File: config.mk
export PLATFORM = sky130hd
export DESIGN_NAME = shift_reg_unit
export DESIGN_NICKNAME = d
export VERILOG_FILES = /design/src/rtl/shift_pkg.sv /design/src/rtl/shift_reg_unit_step.sv /design/src/rtl/shift_reg_unit.sv
export SDC_FILE = /design/constraint.sdc
export NUM_CORES = 1
export LEC_CHECK = 0
export CORE_MARGIN = 2
export CORE_UTILIZATION = 49
export DETAILED_ROUTE_END_ITERATION = 16
export GPL_ROUTABILITY_DRIVEN = 0
export PLACE_DENSITY = 0.95
export SYNTH_ARGS = -nofsm -noshare
export SYNTH_HDL_FRONTEND = slang
export SYNTH_SLANG_ARGS = --single-unit
File: constraint.sdc
create_clock -name clk -period 4.3 [get_ports clk]
set_clock_uncertainty 0.15 [all_clocks]
set_input_delay 0.86 -clock clk [delete_from_list [all_inputs] [get_ports clk]]
set_output_delay 0.86 -clock clk [all_outputs]
set_load 0.05 [all_outputs]
File: src/rtl/shift_pkg.sv
// Shared types and constants for the iterative shifter: op and FSM state encodings,
// plus datapath widths.
package shift_pkg;
  localparam int DATA_W  = 32;
  localparam int SHAMT_W = 5;

  typedef enum logic [1:0] {
    OP_SLL = 2'b00,
    OP_SRL = 2'b01,
    OP_SRA = 2'b10,
    OP_ROR = 2'b11
  } shift_op_e;

  typedef enum logic [1:0] {
    IDLE  = 2'b00,
    SHIFT = 2'b01,
    DONE  = 2'b10
  } state_e;
endpackage

File: src/rtl/shift_reg_unit_step.sv
// shift_step: one-position combinational shift of a 32-bit value by op.
// op=11 rotates right only when SHIFT_REG_ROTATE_EN is defined, otherwise it zero-fills like SRL.
module shift_step
  import shift_pkg::*;
(
  input  logic [DATA_W-1:0] value,
  input  logic [1:0]        op,
  output logic [DATA_W-1:0] result
);
  always_comb begin
    result = {1'b0, value[DATA_W-1:1]};
    case (op)
      OP_SLL: result = {value[DATA_W-2:0], 1'b0};
      OP_SRL: result = {1'b0, value[DATA_W-1:1]};
      OP_SRA: result = {value[DATA_W-1], value[DATA_W-1:1]};
`ifdef SHIFT_REG_ROTATE_EN
      OP_ROR: result = {value[0], value[DATA_W-1:1]};
`else
      OP_ROR: result = {1'b0, value[DATA_W-1:1]};
`endif
      default: result = {1'b0, value[DATA_W-1:1]};
    endcase
  end
endmodule

File: src/rtl/shift_reg_unit.sv
// Iterative one-bit-per-clock shifter for the multicycle datapath (SLL/SRL/SRA, optional
// rotate-right under SHIFT_REG_ROTATE_EN). busy/done are registered alongside the state.
module shift_reg_unit
  import shift_pkg::*;
(
  input  logic        clk,
  input  logic        reset,
  input  logic        start,
  input  logic [1:0]  op,
  input  logic [4:0]  shamt,
  input  logic [31:0] data_in,
  output logic        busy,
  output logic        done,
  output logic [31:0] shift_reg_output
);
  state_e             state;
  shift_op_e          op_q;
  logic [SHAMT_W-1:0] cnt;
  logic [DATA_W-1:0]  step_out;

  shift_step u_step (
    .value  (shift_reg_output),
    .op     (op_q),
    .result (step_out)
  );

  always_ff @(posedge clk) begin
    if (!reset) begin
      state            <= IDLE;
      cnt              <= '0;
      op_q             <= OP_SLL;
      shift_reg_output <= '0;
      busy             <= 1'b0;
      done             <= 1'b0;
    end else begin
      case (state)
        IDLE: begin
          if (start) begin
            shift_reg_output <= data_in;
            op_q             <= shift_op_e'(op);
            cnt              <= shamt;
            busy             <= 1'b1;
            if (shamt != '0) begin
              state <= SHIFT;
            end else begin
              state <= DONE;
              done  <= 1'b1;
            end
          end
        end
        SHIFT: begin
          shift_reg_output <= step_out;
          if (cnt != '0) cnt <= cnt - 5'd1;
          // Last step: counter 1 -> 0 ends the shift
          if (cnt == 5'd1) begin
            state <= DONE;
            done  <= 1'b1;
          end
        end
        DONE: begin
          state <= IDLE;
          busy  <= 1'b0;
          done  <= 1'b0;
        end
        default: begin
          state <= IDLE;
          busy  <= 1'b0;
          done  <= 1'b0;
        end
      endcase
    end
  end
endmodule

-- Word-level counts from Yosys, hierarchy flattened
Cells that the tools add are included.
- bits in registers: 43
- output and inout port bits: 34
- $add $sub $neg: 1
- eq/ne operators: 10
- multiplexer cells: 16
- bitwise logic cells: 1
- reduce and logical (&&, ||, !) cells: 13
- operators with widths (cell ; number):
    32-bit one-hot mux with 3 select lines ; 1
    32-bit one-hot mux with 2 select lines ; 1
    32-bit 2-to-1 mux ; 1
    5-bit 2-to-1 mux ; 2
    2-bit != test (second input constant) ; 5
    5-bit one-hot mux with 2 select lines ; 1
    5-bit nonzero test ; 2
    3-bit AND reduction ; 3
    2-bit AND reduction ; 4
    2-bit 2-to-1 mux ; 3
    5-bit by 1-bit == test with 1-bit output (second input constant) ; 1
    5-bit by 1-bit subtractor with 5-bit output (second input constant) ; 1
    2-bit by 1-bit == test with 1-bit output (second input constant) ; 2
    2-bit == test (second input constant) ; 2
    2-bit logical NOT ; 2
    1-bit 2-to-1 mux ; 4
    1-bit one-hot mux with 2 select lines ; 2
    2-bit one-hot mux with 2 select lines ; 1
    2-bit nonzero test ; 1
    2-bit OR reduction ; 1
    1-bit NOT ; 1

-- Depth between registers and ports, before layout
- depth in word-level cells: 4
- gate-level depth with buffers: 7
- depth with buffers taken out: 6

-- Hierarchy
A second synthesis with hierarchy kept.
- cells, all modules: 288
- area total of the unflattened synthesis: 2518.7 µm²
- modules (own cells, without submodules) (module ; instances ; cells an instance ; area each (µm²)):
    shift_reg_unit ; 1 ; 251 ; 2006.9
    shift_step ; 1 ; 37 ; 511.7

-- Worst setup path before layout
Ideal clock, no wire load.
- path type: input -> register
- from: input start
- to: register shift_reg_output[19]
- setup time: 0.117 ns
- data arrival time: 1.738 ns
- required time: 4.033 ns
- path slack: 2.295 ns
- stages on the path: 5
- buffers on the path: 2
- cell sequence: nor3b_2 buf_4 nor2_1 buf_2 a22o_1
- word-level cells in the longest chain between the ends: 2
- ends and longest elaborated chain (what ; line ; RTL):
    from (decl) ; shift_reg_unit.sv:8 ; input logic start,
    2-bit != test (no source line) ; n/a ;
    2-bit AND reduction (no source line) ; n/a ;
    to (signal assigned) ; shift_reg_unit.sv:39 ; shift_reg_output <= data_in;
    to (signal assigned) ; shift_reg_unit.sv:52 ; shift_reg_output <= step_out;
    to (decl) ; shift_reg_unit.sv:14 ; output logic [31:0] shift_reg_output
No other way between the ends.
A chain may end at the register's enable or synchronous reset.

==> summary.txt <==
Status
  – Outcome: finished, final reports clean

Critical path
  – CP delay by family, top: compound AO/OA/AOI/OAI gates
  – Arrival @ worst endpoint: 2980 ps
  – Crit path depth: 4
  – Startpoint types: input port
  – Critical-path top delay cell: o21a_1
  – Maximum fanout along the worst path: 30
  – Worst Path Required: 4390 ps
  – Worst path cell trace: clkdlybuf4s50_1 -> nor2b_1 -> o21a_1 -> a22o_1
  – Reg2Reg Setup Slack: 2180 ps
  – Reg2reg start: op_q[1]
  – R2R depth: 4
  – Worst Setup End Kind: register
  – Worst reg2reg endpoint: shift_reg_output[18]
  – Slowest stage delay, CP: 840 ps
  – Crit. Startpoint: reset
  – Worst Setup Path Type: input port to register
  – End of the critical path: shift_reg_output[18]
  – Crit path buf inv count: 1

CTS
  – Worst-path clk slew: 80 ps
  – # hold bufs at CTS: 0
  – CTS Sinks: 43
  – # H-tree levels: 2
  – CTS Buffer Depth: 2
  – Post-CTS sizing: 0
  – Root buf cell: clkbuf_8
  – CTS tree: built
  – Worst skew pair latency: 290 ps
  – Post-CTS setup buffer count: 0
  – Total CTS buffers: 5

Timing
  – RSZ-0062 raised after global routing: no
  – Worst slew pin tran: 1140 ps
  – Setup TNS: 0 ps
  – Final period utilization: 67.2%
  – Slew Viols, Final: 0
  – Post-route minimum period: 2890 ps
  – Final hold vios: 0
  – Rel. slew slack: 24.0%
  – Fmax: 0.346 GHz
  – Final setup violating endpoints: 0
  – Worst Setup Slack, final: 1410 ps
  – Worst hold margin: 338 ps

Synthesis
  – Netlist cell types: 37
  – Post-synthesis sequential area ratio: 38.4%
  – Syn Nets: 298
  – Synth Flop Type: dfxtp_1
  – EDFF count, synth: 0
  – Syn Inst Count: 254
  – Fraction of registers with async set/reset: 0%
  – Syn Area/Cell: 8.82 um^2
  – Ys Warns: 0
  – FF+latch count, synth: 43
  – Synth Cell Area: 2240 um^2

Route
  – Antenna-violating nets left: 0
  – DRC: 0
  – 1st-pass router iterations: 4
  – Routed vias: 2150
  – Drt wl/cell: 15.4 um
  – DRT iter0 DRCs: 202
  – Via/cell ratio: 5.80
  – Final wirelength: 5700 um

Die
  – Die ar.: 5130 um^2
  – Row cnt: 24
  – Initial core utilization: 51.1%
  – I/O Pins: 76
  – Die H: 71.6 um
  – Core Region: 4380 um^2
  – Die W: 71.6 um

Pwr
  – Peak supply drop: 0.247 mV
  – Power per Cell Area: 452 nW/um^2
  – P_leak: 1.36 nW

GRT
  – Initial antenna violation count: 0
  – Remaining Overflow, GRT: 0
  – Largest net degree at the start of global routing: 45
  – All-Layer GR Usage: 23.0%
  – Vias in the first global route: 2054
  – First-pass GRT wire length: 9610 um

Final layout
  – Antenna diodes: 0
  – Cell area after layout: 3100 um^2
  – Seq. cell area: 861 um^2
  – Final Util: 70.6%
  – Final nets: 362
  – Area delta synth->final: 38.3%
  – Area of the multi-input gates: 1270 um^2
  – Fillers: 371
  – Commonest non-fill, non-tap cell in the layout: clkdlybuf4s50_1
  – Commonest cells after routing, fill and taps aside: 75 x clkdlybuf4s50_1, 43 x dfxtp_1, 37 x nand2_1
  – Share of cells above drive strength 1: 5.96%

Job
  – MaxCap Viol Count: 0

Placed design
  – Input/output buffers: 75
  – Final HPWL DP: 3920 um
  – Post-place setup slack: 1100 ps
  – Placed Area: 2980 um^2

Worst hold path
  – Worst min-delay path class: register to register
-- registers in the layout, summed over array words and instances (netlist names) --
| register | flops |
|---|---|
| busy | 1 |
| cnt | 5 |
| done | 1 |
| op_q | 2 |
| shift_reg_output | 32 |
| state | 2 |
-- worst min path at each step --
stage / from / to / cells past startpoint
after floorplan: cnt[1] / cnt[1] / 2
after global placement: cnt[1] / cnt[1] / 2
after detailed placement: cnt[1] / cnt[1] / 2
after CTS: cnt[1] / cnt[1] / 2
after global routing: cnt[1] / cnt[1] / 2
final: cnt[1] / cnt[1] / 2
-- layer usage --
metal | vias up | global-route usage, % | wire (um)
li1 | 1052 | - | -
met1 | 1022 | 30.9 | 2590
met2 | 67 | 37.4 | 2750
met3 | 9 | 5.20 | 284
met4 | 0 | 6.08 | 70
met5 | - | 0 | 0
-- tightest hold or removal path, stage by stage (launching register included) --
cell	delay (ps)
dfxtp_1	330
nand2_1	60
a21boi_1	50
-- cells in the mapped netlist (2+ instances only) --
master / number / share of area (%)
o21a_1: 3 / 1.0
o21ai_0: 12 / 2.7
o21ai_1: 21 / 4.7
o311a_1: 2 / 0.89
a21oi_1: 9 / 2.0
buf_2: 8 / 1.8
and2_1: 2 / 0.56
and3_1: 2 / 0.56
nor2b_1: 5 / 1.4
mux2i_1: 32 / 14
or3_1: 2 / 0.56
nand2_1: 37 / 6.2
a22o_1: 30 / 12
inv_1: 4 / 0.67
nor2_1: 11 / 1.8
buf_4: 5 / 1.7
dfxtp_1: 43 / 38
ha_1: 2 / 1.1
clkbuf_1: 6 / 1.0
-- through the flow --
| stage | instances | total power, mW |
|---|---|---|
| floorplan | 254 | 0.908 |
| global placement | 363 | 1.06 |
| detailed placement | 363 | 1.08 |
| CTS | 371 | 1.40 |
| global route | 371 | 1.47 |
| finish | 371 | 1.40 |
-- power breakdown --
| part | switching, mW | leakage [nW] | total (mW) | internal (mW) |
|---|---|---|---|---|
| combinational | 0.330 | 0.941 | 0.556 | 0.226 |
| clock | 0.138 | 0.0612 | 0.326 | 0.188 |
| sequential | 0.0636 | 0.355 | 0.518 | 0.454 |
| total | 0.531 | 1.36 | 1.40 | 0.868 |
-- logic make-up after synthesis --
kind of cell,after synthesis,synth area share [%]
AO/OA/AOI/OAI,84,26.1
buffers and inverters,24,5.31
flip-flops,43,38.4
adder cells (fa/ha/maj),2,1.12
AND/OR/NAND/NOR,69,14.7
multiplexers,32,14.3
-- area by class of cell --
cell class / instances / share of cell area [%]
multi-input cells: 187 / 41.1
inverters: 4 / 0.485
clock inverters: 2 / 1.13
well taps: 52 / 2.10
flip-flops and latches: 43 / 27.8
repair buffers: 77 / 24.7
clock buffers: 6 / 2.67
No activity file was read; power rests on OpenSTA's default activity.
